==> config.mk <==
export PLATFORM = sky130hd
export DESIGN_NAME = mmio_gpio_bank
export DESIGN_NICKNAME = d
export VERILOG_FILES = /design/src/rtl/mmio_gpio_pkg.sv /design/src/rtl/mmio_gpio_bank_btn_debounce.sv /design/src/rtl/mmio_gpio_bank.sv
export SDC_FILE = /design/constraint.sdc
export NUM_CORES = 1
export LEC_CHECK = 0
export ABC_AREA = 1
export BUFFER_PORTS_ARGS = -buffer_cell sky130_fd_sc_hd__buf_4
export CELL_PAD_IN_SITES_DETAIL_PLACEMENT = 0
export CELL_PAD_IN_SITES_GLOBAL_PLACEMENT = 1
export CORE_ASPECT_RATIO = 0.7
export CORE_MARGIN = 2
export CORE_UTILIZATION = 47
export CTS_BUF_LIST = sky130_fd_sc_hd__clkbuf_2 sky130_fd_sc_hd__clkbuf_4 sky130_fd_sc_hd__clkbuf_8
export DETAILED_ROUTE_END_ITERATION = 8
export HOLD_SLACK_MARGIN = 0.03
export PLACE_DENSITY = 0.94
export SLEW_MARGIN = 40
export SYNTH_ARGS = -nofsm -noshare
export SYNTH_HDL_FRONTEND = slang
export SYNTH_SLANG_ARGS = --single-unit
==> constraint.sdc <==
create_clock -name data_clk -period 15.5 [get_ports data_clk]
set_clock_uncertainty 0.05 [all_clocks]
set_input_delay 0 -clock data_clk [delete_from_list [all_inputs] [get_ports data_clk]]
set_output_delay 0 -clock data_clk [all_outputs]
set_load 0.02 [all_outputs]
==> src/rtl/mmio_gpio_pkg.sv <==
// ============================================================================
//  Module      : mmio_gpio_pkg
//  Description : Shared definitions for the memory-mapped GPIO bank. Holds
//                the byte offsets of the register window, the ID constant,
//                the word-index enum used by the address decoder and a
//                helper that builds low-order bit masks.
//  Options     : none (the MMIO_GPIO_FALL_EDGE_EN macro is consumed by the
//                modules that import this package)
//  Revision    : 1.0 - initial release
// ============================================================================
`default_nettype none

package mmio_gpio_pkg;

    // Byte offsets inside the 64-byte window
    localparam logic [5:0] OFF_ID   = 6'h00;
    localparam logic [5:0] OFF_SW   = 6'h04;
    localparam logic [5:0] OFF_BTN  = 6'h08;
    localparam logic [5:0] OFF_EVT  = 6'h0C;
    localparam logic [5:0] OFF_IEN  = 6'h10;
    localparam logic [5:0] OFF_LED  = 6'h14;
    localparam logic [5:0] OFF_LSET = 6'h18;
    localparam logic [5:0] OFF_LCLR = 6'h1C;

    // Reads back as ASCII "GPIO"
    localparam logic [31:0] GPIO_ID = 32'h4750_494F;

    // Bit position of the first falling-edge event / enable bit
    localparam int FALL_BASE = 16;

    // Word index (addr[5:2]) of each register
    typedef enum logic [3:0] {
        IDX_ID   = 4'(OFF_ID   >> 2),
        IDX_SW   = 4'(OFF_SW   >> 2),
        IDX_BTN  = 4'(OFF_BTN  >> 2),
        IDX_EVT  = 4'(OFF_EVT  >> 2),
        IDX_IEN  = 4'(OFF_IEN  >> 2),
        IDX_LED  = 4'(OFF_LED  >> 2),
        IDX_LSET = 4'(OFF_LSET >> 2),
        IDX_LCLR = 4'(OFF_LCLR >> 2)
    } reg_idx_e;

    // Mask with the lowest 'width' bits set (width 0..32)
    function automatic logic [31:0] low_mask(input int width);
        return 32'((64'd1 << width) - 64'd1);
    endfunction

endpackage

`default_nettype wire

==> src/rtl/mmio_gpio_bank_btn_debounce.sv <==
// ============================================================================
//  Module      : btn_debounce
//  Description : One push-button input path: 2-flop synchroniser, stability
//                counter, accepted level and one-cycle edge pulses that are
//                coincident with the level change.
//  Options     : MMIO_GPIO_FALL_EDGE_EN adds the 'fall' pulse output.
//  Ports       : data_clk  - clock
//                rst       - asynchronous active-high reset
//                btn_raw   - raw asynchronous button
//                level     - debounced level
//                rise      - one-cycle pulse on a 0->1 level change
//                fall      - one-cycle pulse on a 1->0 level change (option)
//  Revision    : 1.0 - initial release
// ============================================================================
`default_nettype none

module btn_debounce
    import mmio_gpio_pkg::*;
#(
    parameter int DEBOUNCE_CYCLES = 20000
) (
    input  logic data_clk,
    input  logic rst,
    input  logic btn_raw,
    output logic level,
    output logic rise
`ifdef MMIO_GPIO_FALL_EDGE_EN
    ,
    output logic fall
`endif
);

    localparam int             CW     = $clog2(DEBOUNCE_CYCLES + 1);
    localparam logic [CW-1:0]  C_LAST = CW'(DEBOUNCE_CYCLES - 1);

    logic          r_s1;
    logic          r_s2;
    logic [CW-1:0] r_cnt;
    logic          r_level;
    logic          r_rise;
`ifdef MMIO_GPIO_FALL_EDGE_EN
    logic          r_fall;
`endif

    // The counter only runs while the synchronised input disagrees with the
    // accepted level; any return to agreement (a bounce) restarts it.
    always_ff @(posedge data_clk or posedge rst) begin
        if (rst) begin
            r_s1    <= 1'b0;
            r_s2    <= 1'b0;
            r_cnt   <= '0;
            r_level <= 1'b0;
            r_rise  <= 1'b0;
`ifdef MMIO_GPIO_FALL_EDGE_EN
            r_fall  <= 1'b0;
`endif
        end else begin
            r_s1   <= btn_raw;
            r_s2   <= r_s1;
            r_rise <= 1'b0;
`ifdef MMIO_GPIO_FALL_EDGE_EN
            r_fall <= 1'b0;
`endif
            if (r_s2 != r_level) begin
                if (r_cnt == C_LAST) begin
                    r_level <= r_s2;
                    r_cnt   <= '0;
                    r_rise  <= r_s2;
`ifdef MMIO_GPIO_FALL_EDGE_EN
                    r_fall  <= ~r_s2;
`endif
                end else begin
                    r_cnt <= r_cnt + 1'b1;
                end
            end else begin
                r_cnt <= '0;
            end
        end
    end

    assign level = r_level;
    assign rise  = r_rise;
`ifdef MMIO_GPIO_FALL_EDGE_EN
    assign fall  = r_fall;
`endif

endmodule

`default_nettype wire

==> src/rtl/mmio_gpio_bank.sv <==
// ============================================================================
//  Module      : mmio_gpio_bank
//  Description : Memory-mapped GPIO bank on the CPU data bus. 16-word window
//                with ID, synchronised switches, debounced buttons, sticky
//                W1C edge events, irq enables, LED register with atomic
//                set/clear and a registered 1-cycle read port.
//  Options     : MMIO_GPIO_FALL_EDGE_EN - capture falling-edge events in
//                bits [16+NUM_BTN-1:16] of EVT and IEN (NUM_BTN <= 16).
//  Ports       : data_clk, rst (async, active-high)
//                addr, write_data, wen, ren    - bus request
//                read_data, read_valid         - registered read response
//                buttons, switches             - raw asynchronous inputs
//                led                           - LED drive
//                irq                           - level interrupt request
//  Revision    : 1.0 - initial release
// ============================================================================
`default_nettype none

module mmio_gpio_bank
    import mmio_gpio_pkg::*;
#(
    parameter int          NUM_BTN         = 5,
    parameter int          NUM_SW          = 24,
    parameter int          NUM_LED         = 24,
    parameter int          DEBOUNCE_CYCLES = 20000,
    parameter logic [15:0] BASE_ADDR       = 16'h0040
) (
    input  logic               data_clk,
    input  logic               rst,
    input  logic [15:0]        addr,
    input  logic [31:0]        write_data,
    input  logic               wen,
    input  logic               ren,
    output logic [31:0]        read_data,
    output logic               read_valid,
    input  logic [NUM_BTN-1:0] buttons,
    input  logic [NUM_SW-1:0]  switches,
    output logic [NUM_LED-1:0] led,
    output logic               irq
);

`ifdef MMIO_GPIO_FALL_EDGE_EN
    localparam logic [31:0] C_EVT_MASK = low_mask(NUM_BTN) | (low_mask(NUM_BTN) << FALL_BASE);
`else
    localparam logic [31:0] C_EVT_MASK = low_mask(NUM_BTN);
`endif

    logic [NUM_SW-1:0]  r_sw_s1;
    logic [NUM_SW-1:0]  r_sw_s2;
    logic [31:0]        r_evt;
    logic [31:0]        r_ien;
    logic [NUM_LED-1:0] r_led;
    logic               r_irq;
    logic [31:0]        r_rdata;
    logic               r_rvalid;

    logic [NUM_BTN-1:0] w_level;
    logic [NUM_BTN-1:0] w_rise;
`ifdef MMIO_GPIO_FALL_EDGE_EN
    logic [NUM_BTN-1:0] w_fall;
`endif
    logic               w_sel;
    reg_idx_e           w_idx;
    logic               w_wr;
    logic [31:0]        w_clr;
    logic [31:0]        w_evt_set;
    logic [31:0]        w_rd_val;
    logic [1:0]         w_unused_addr;

    assign w_sel         = (addr[15:6] == BASE_ADDR[15:6]);
    assign w_idx         = reg_idx_e'(addr[5:2]);
    assign w_wr          = wen & w_sel;
    assign w_clr         = (w_wr && (w_idx == IDX_EVT)) ? write_data : 32'd0;
    assign w_unused_addr = addr[1:0];

    // ------------------------------------------------------------------
    // Per-button debounce
    // ------------------------------------------------------------------
    for (genvar gi = 0; gi < NUM_BTN; gi++) begin : g_btn
        btn_debounce #(
            .DEBOUNCE_CYCLES (DEBOUNCE_CYCLES)
        ) u_debounce (
            .data_clk (data_clk),
            .rst      (rst),
            .btn_raw  (buttons[gi]),
            .level    (w_level[gi]),
            .rise     (w_rise[gi])
`ifdef MMIO_GPIO_FALL_EDGE_EN
            ,
            .fall     (w_fall[gi])
`endif
        );
    end

    always_comb begin
        w_evt_set                = 32'd0;
        w_evt_set[NUM_BTN-1:0]   = w_rise;
`ifdef MMIO_GPIO_FALL_EDGE_EN
        w_evt_set[FALL_BASE +: NUM_BTN] = w_fall;
`endif
    end

    // ------------------------------------------------------------------
    // Read mux (pre-write state, so a same-cycle write is not visible)
    // ------------------------------------------------------------------
    always_comb begin
        w_rd_val = 32'd0;
        case (w_idx)
            IDX_ID:  w_rd_val = GPIO_ID;
            IDX_SW:  w_rd_val = 32'(r_sw_s2);
            IDX_BTN: w_rd_val = 32'(w_level);
            IDX_EVT: w_rd_val = r_evt;
            IDX_IEN: w_rd_val = r_ien;
            IDX_LED: w_rd_val = 32'(r_led);
            default: w_rd_val = 32'd0;
        endcase
    end

    // ------------------------------------------------------------------
    // Registers
    // ------------------------------------------------------------------
    always_ff @(posedge data_clk or posedge rst) begin
        if (rst) begin
            r_sw_s1  <= '0;
            r_sw_s2  <= '0;
            r_evt    <= 32'd0;
            r_ien    <= 32'd0;
            r_led    <= '0;
            r_irq    <= 1'b0;
            r_rdata  <= 32'd0;
            r_rvalid <= 1'b0;
        end else begin
            r_sw_s1 <= switches;
            r_sw_s2 <= r_sw_s1;

            // New edges take priority over a simultaneous W1C
            r_evt <= (w_evt_set | (r_evt & ~w_clr)) & C_EVT_MASK;
            r_irq <= |(r_evt & r_ien);

            if (w_wr) begin
                case (w_idx)
                    IDX_IEN:  r_ien <= write_data & C_EVT_MASK;
                    IDX_LED:  r_led <= write_data[NUM_LED-1:0];
                    IDX_LSET: r_led <= r_led | write_data[NUM_LED-1:0];
                    IDX_LCLR: r_led <= r_led & ~write_data[NUM_LED-1:0];
                    default:  ;
                endcase
            end

            if (ren && w_sel) begin
                r_rdata  <= w_rd_val;
                r_rvalid <= 1'b1;
            end else begin
                r_rvalid <= 1'b0;
            end
        end
    end

    assign read_data  = r_rdata;
    assign read_valid = r_rvalid;
    assign led        = r_led;
    assign irq        = r_irq;

endmodule

`default_nettype wire

## Word level (Yosys, flattened, before mapping)

Cells that the tools add are included.
Widths: inputs -> output; s select.

- $add $sub $neg: 5
- Equal/unequal tests: 18
- Bitwise gates (word level): 8
- Reduce and logical (&&, ||, !) cells: 12
- Muxes and demuxes: 24

Operators by type and width:

| kind | number |
|---|---|
| $pmux 31 s6 | 1 |
| $mux 15 | 10 |
| $add 15x1->15 const B | 5 |
| $eq 15x15->1 const B | 5 |
| $pmux 24 s3 | 1 |
| $reduce_or 32->1 | 1 |
| $and 24x24->24 | 1 |
| $not 24->24 | 1 |
| $or 24x24->24 | 1 |
| $eq 4x3->1 const B | 4 |
| $reduce_and 2->1 | 7 |
| $mux 1 | 11 |
| $and 5x5->5 | 2 |
| $eq 10x1->1 const B | 1 |
| $eq 4x2->1 const B | 2 |
| $mux 5 | 1 |
| $ne 1x1->1 | 5 |
| $not 5->5 | 1 |
| $or 5x5->5 | 1 |
| $eq 4x1->1 const B | 1 |
| $logic_not 4->1 | 1 |
| $reduce_bool 3->1 | 1 |
| $logic_and 1x1->1 | 2 |
| $and 1x1->1 | 1 |

- Output and inout port bits: 58
- Logic and storage cells: 100
- Register bits: 211
- Bits of input ports: 81

## Depth between registers and ports, before layout

- Word-level depth: 7
- Gate-level depth with buffers: 11
- Mapped depth without buffers: 9

## Modules after synthesis

From an unflattened synthesis, not the netlist that was laid out.

- Cell total of the unflattened synthesis: 1,230
- Area, all modules: 9,960.8 um2

Modules (own cells, without submodules):

| module | area each (um2) | instances | cells an instance | sequential area each (um2) |
|---|---|---|---|---|
| mmio_gpio_bank | 4,974.8 | 1 | 613 | 2,727.6 |
| btn_debounce at g_btn[0].u_debounce ... | 1,001.0 | 4 | 124 | 475.5 |
| btn_debounce at g_btn[2].u_debounce | 982.2 | 1 | 121 | 475.5 |

## Worst setup path before layout

No wires, ideal clock.

- Kind: register to register
- Start: register g_btn[2].u_debounce.r_cnt[0]
- End: register g_btn[2].u_debounce.r_cnt[10]
- Path buffers: 0
- Library setup time: 123 ps
- Slack: 14,052 ps
- Arrival time: 1,275 ps
- Stages on the path, launching flop included: 7
- Cells stage by stage: dfrtp_1 > ha_1 > nand3_1 > nor2_1 > nand4_1 > nand2_1 > nor2_1

- Word-level cells in the longest chain between the ends: 3
- Elaborated cells between the ends (all ways): 4
- Those cells by class: add/sub: 1; eq/ne: 1; mux: 2

Ends and longest elaborated chain:

| item | RTL line | source |
|---|---|---|
| from (decl) | mmio_gpio_bank_btn_debounce.sv:38 | `logic [CW-1:0] r_cnt;` |
| from (signal assigned) | mmio_gpio_bank_btn_debounce.sv:73 | `r_cnt <= r_cnt + 1'b1;` |
| $add 15x1->15 / $eq 15x15->1 (equally long branches) | mmio_gpio_bank_btn_debounce.sv:73, mmio_gpio_bank_btn_debounce.sv:65 |  |
| $mux 15 (*) | mmio_gpio_bank_btn_debounce.sv:65 | `if (r_cnt == C_LAST) begin` |
| $mux 15 (*) | mmio_gpio_bank_btn_debounce.sv:64 | `if (r_s2 != r_level) begin` |

Mark *: on every way between the ends. The rest lies on a longest branch, timed or not.
A chain may end at the register's enable or synchronous reset.

## Worst setup path after layout

- Start: input addr[7]
- End: register r_ien[3]

- Word-level cells in the longest chain between the ends: 3

Ends and longest elaborated chain:

| item | RTL line | source |
|---|---|---|
| from (decl) | mmio_gpio_bank.sv:30 | `input logic [15:0] addr,` |
| $eq 10x1->1 | mmio_gpio_bank.sv:70 | `assign w_sel = (addr[15:6] == BASE_ADDR[15:6]);` |
| $and 1x1->1 | mmio_gpio_bank.sv:72 | `assign w_wr = wen & w_sel;` |
| $reduce_and 2->1 (no source line) | n/a |  |
| to (signal assigned) | mmio_gpio_bank.sv:142 | `IDX_IEN: r_ien <= write_data & C_EVT_MASK;` |
| to (decl) | mmio_gpio_bank.sv:51 | `logic [31:0] r_ien;` |

No other way between the ends.

==> results.sh <==
export IMPL_crit_buf_inv=5
export IMPL_rsz0062_at_grt="no"
export IMPL_synth_area_um2=9840
export IMPL_first_iter_violations=646
export IMPL_outcome="finished clean"
export IMPL_ys_seq_area_frac=0.519
export IMPL_grt_pass1_wl_um=42100
export IMPL_placed_area_um2=11000
export IMPL_antenna_found_initial=1
export IMPL_dpl_hpwl_um=16600
export IMPL_final_layout_size_suffix_gt1_frac=0.146
export IMPL_setup_ws_ps=12360
export IMPL_layout_common_cells="nand2_1 (373), dfrtp_1 (204), nor2_1 (195)"
export IMPL_fin_util=0.624
export IMPL_post_cts_buffers=0
export IMPL_fmax_mhz=318
export IMPL_viasPerCell=4.98
export IMPL_cts_sinks=204
export IMPL_p_per_area_nw_per_um2=89.0
export IMPL_p_leak_nw=6.25
export IMPL_synth_area_leaders="dfrtp_1 (52%), nand2_1 (14%), nand3_1 (9.2%)"
export IMPL_setup_violations=0
export IMPL_synthArstFlopShare=1.00
export IMPL_grt_max_degree=131
export IMPL_slew_violations=0
export IMPL_endpoint_kind="register"
export IMPL_synth_edff_count=0
export IMPL_tns_ps=0
export IMPL_yosys_cell_types_count=25
export IMPL_synthDominantCellAreaShare=0.519
export IMPL_port_buffers=124
export IMPL_htreeDepth=1
export IMPL_synth_seq_cells=204
export IMPL_wl_per_cell_um=14.0
export IMPL_cp_start_kind="input pin"
export IMPL_cp_slowest_stage_delay_ps=570
export IMPL_overflow=0
export IMPL_tritoncts="done"
export IMPL_grt_pass1_vias=8576
export IMPL_arrival_ps=3540
export IMPL_stdcell_area_um2=12900
export IMPL_cts_buffers=31
export IMPL_ios=139
export IMPL_cts_clk_slew_worst_paths_ps=70
export IMPL_tightest_slew_ps=814
export IMPL_yosys_most_used_dff="dfrtp_1"
export IMPL_synthesis_yosys_warnings=0
export IMPL_rows=44
export IMPL_insertion_delay_ps=560
export IMPL_cts_root_buf="clkbuf_8"
export IMPL_die_h_um=125
export IMPL_dieArea_um2=22100
export IMPL_cp_slowest_cell="dlygate4sd3_1"
export IMPL_slew_headroom=0.455
export IMPL_area_growth_syn_to_layout_pct=30.9
export IMPL_avgSynthCellArea_um2=7.82
export IMPL_finalCriticalPeriod_ps=3140
export IMPL_cts_buffer_depth=3
export IMPL_core_area_um2=20600
export IMPL_vias=8985
export IMPL_gp_congestion=0.907
export IMPL_final_hold_violation_count=0
export IMPL_crit_chain="dlygate4sd3_1, buf_4, nor2_1, dlygate4sd3_1, nand3_1, dlygate4sd3_1, nor2_1, nand3_1, nand2_1, o21ai_0, dlygate4sd3_1"
export IMPL_cp_required_ps=15890
export IMPL_drv_cap=0
export IMPL_period_share=0.203
export IMPL_critPathTopFamily="buffers and inverters"
export IMPL_fp_dieW_um=177
export IMPL_yosysTopAreaCell="dfrtp_1"
export IMPL_layout_commonest_cell="nand2_1"
export IMPL_ir_worst_vdd_uv=94.8
export IMPL_drc_errors=0
export IMPL_start_util=0.477
export IMPL_totalWireLength_um=25300
export IMPL_dr_pass1_iters=5
export IMPL_nNetsFinal=1588
export IMPL_track_usage=0.234
export IMPL_cp_common_cell="dlygate4sd3_1"
export IMPL_syn_inst=1258
export IMPL_path_max_fanout=8
export IMPL_ant_nets=0
export IMPL_worstHoldPathType="input pin to asynchronous set/reset pin"
export IMPL_critPathKind="input pin to register"
export IMPL_pre_cts_ws_ps=13310
## sequential cells by signal (all words and copies together) (netlist names)
name / cells
r_sw_s1: 24
read_valid: 1
led: 24
g_btn.u_debounce.r_s2: 5
r_evt: 5
irq: 1
g_btn.u_debounce.rise: 5
read_data: 25
g_btn.u_debounce.r_s1: 5
r_ien: 5
r_sw_s2: 24
g_btn.u_debounce.level: 5
g_btn.u_debounce.r_cnt: 75
## power breakdown
group	total [mW]	switching [mW]	internal [mW]
registers	0.550	0.00607	0.544
clock network	0.512	0.208	0.304
logic	0.0845	0.0457	0.0388
total	1.15	0.260	0.886
## Yosys cell counts (4+ instances only)
cell type  count
a21oi_1        7
buf_2         18
buf_4         12
clkbuf_1       5
dfrtp_1      204
ha_1           5
inv_1        115
nand2_1      375
nand3_1      181
nand4_1       12
nor2_1       196
nor2_2         5
nor3_1        21
o211ai_1       4
o21ai_0       21
or2_2         21
xnor2_1        7
xor2_1        36
## metrics by stage
| step | total power, mW | instances | hold WS, ps |
|---|---|---|---|
| 3_3_place_gp | 0.622 | 1631 | 59.1 |
| 2_1_floorplan | 0.596 | 1261 | -18.6 |
| 5_1_grt | 1.20 | 1802 | 39.6 |
| 3_5_place_dp | 0.624 | 1632 | 60.3 |
| 4_1_cts | 1.16 | 1802 | 32.5 |
| 6_report | 1.15 | 1803 | 20.4 |
## timing repair
item | CTS | global route
endpoints found under the setup margin | 0 | 0
hold buffers | 113 | 0
gates resized for setup | 0 | 0
hold endpoints to repair | 217 | 0
## worst reg2reg max path, cell delays in order, from the launching register on
cell     delay (ps)
dfrtp_1         370
ha_1            220
nand3_1         110
nor2_1          320
nand4_1         270
nand2_1         260
nor2_1           80
## routing by layer
| layer | vias up | wire length (um) | GRT usage |
|---|---|---|---|
| met4 | 0 | 570 | 0.0549 |
| li1 | 4433 | - | - |
| met1 | 4214 | 12000 | 0.348 |
| met2 | 293 | 11000 | 0.355 |
| met3 | 45 | 1800 | 0.0441 |
| met5 | - | 0 | 0 |
## final timing paths
kind	startpoint	end	slack [ps]	depth (start not counted)
max in group asynchronous	rst	r_sw_s1[8]	14310	4
worst min register to register	r_sw_s1[7]	r_sw_s2[7]	300	0
min in group data_clk	switches[18]	r_sw_s1[18]	50	2
worst min-delay path	rst	g_btn[1].u_debounce.r_cnt[5]	20	3
worst max register to register	g_btn[1].u_debounce.r_cnt[0]	g_btn[1].u_debounce.r_cnt[5]	13700	6
worst max-delay path	addr[7]	r_ien[3]	12360	11
## cell families after synthesis
kind of cell	Yosys count	synth area share
AOI/OAI and AO/OA	36	0.0205
and+or+nand+nor	816	0.350
other	1	0.000381
buffers and inverters	153	0.0652
DFF	204	0.519
adders and majority gates	5	0.00636
xor gates and xnor gates	43	0.0383
## area by class of cell
cell class	instances	area [um2]
fillers	1752	7760
flip-flops and latches	204	5100
multi-input cells	904	4120
repair buffers	243	2110
clock buffers	43	567
inverters	118	455
well taps	276	345
clock inverters	14	173
diodes	1	2.50
Power figures use the tool's default switching activity.
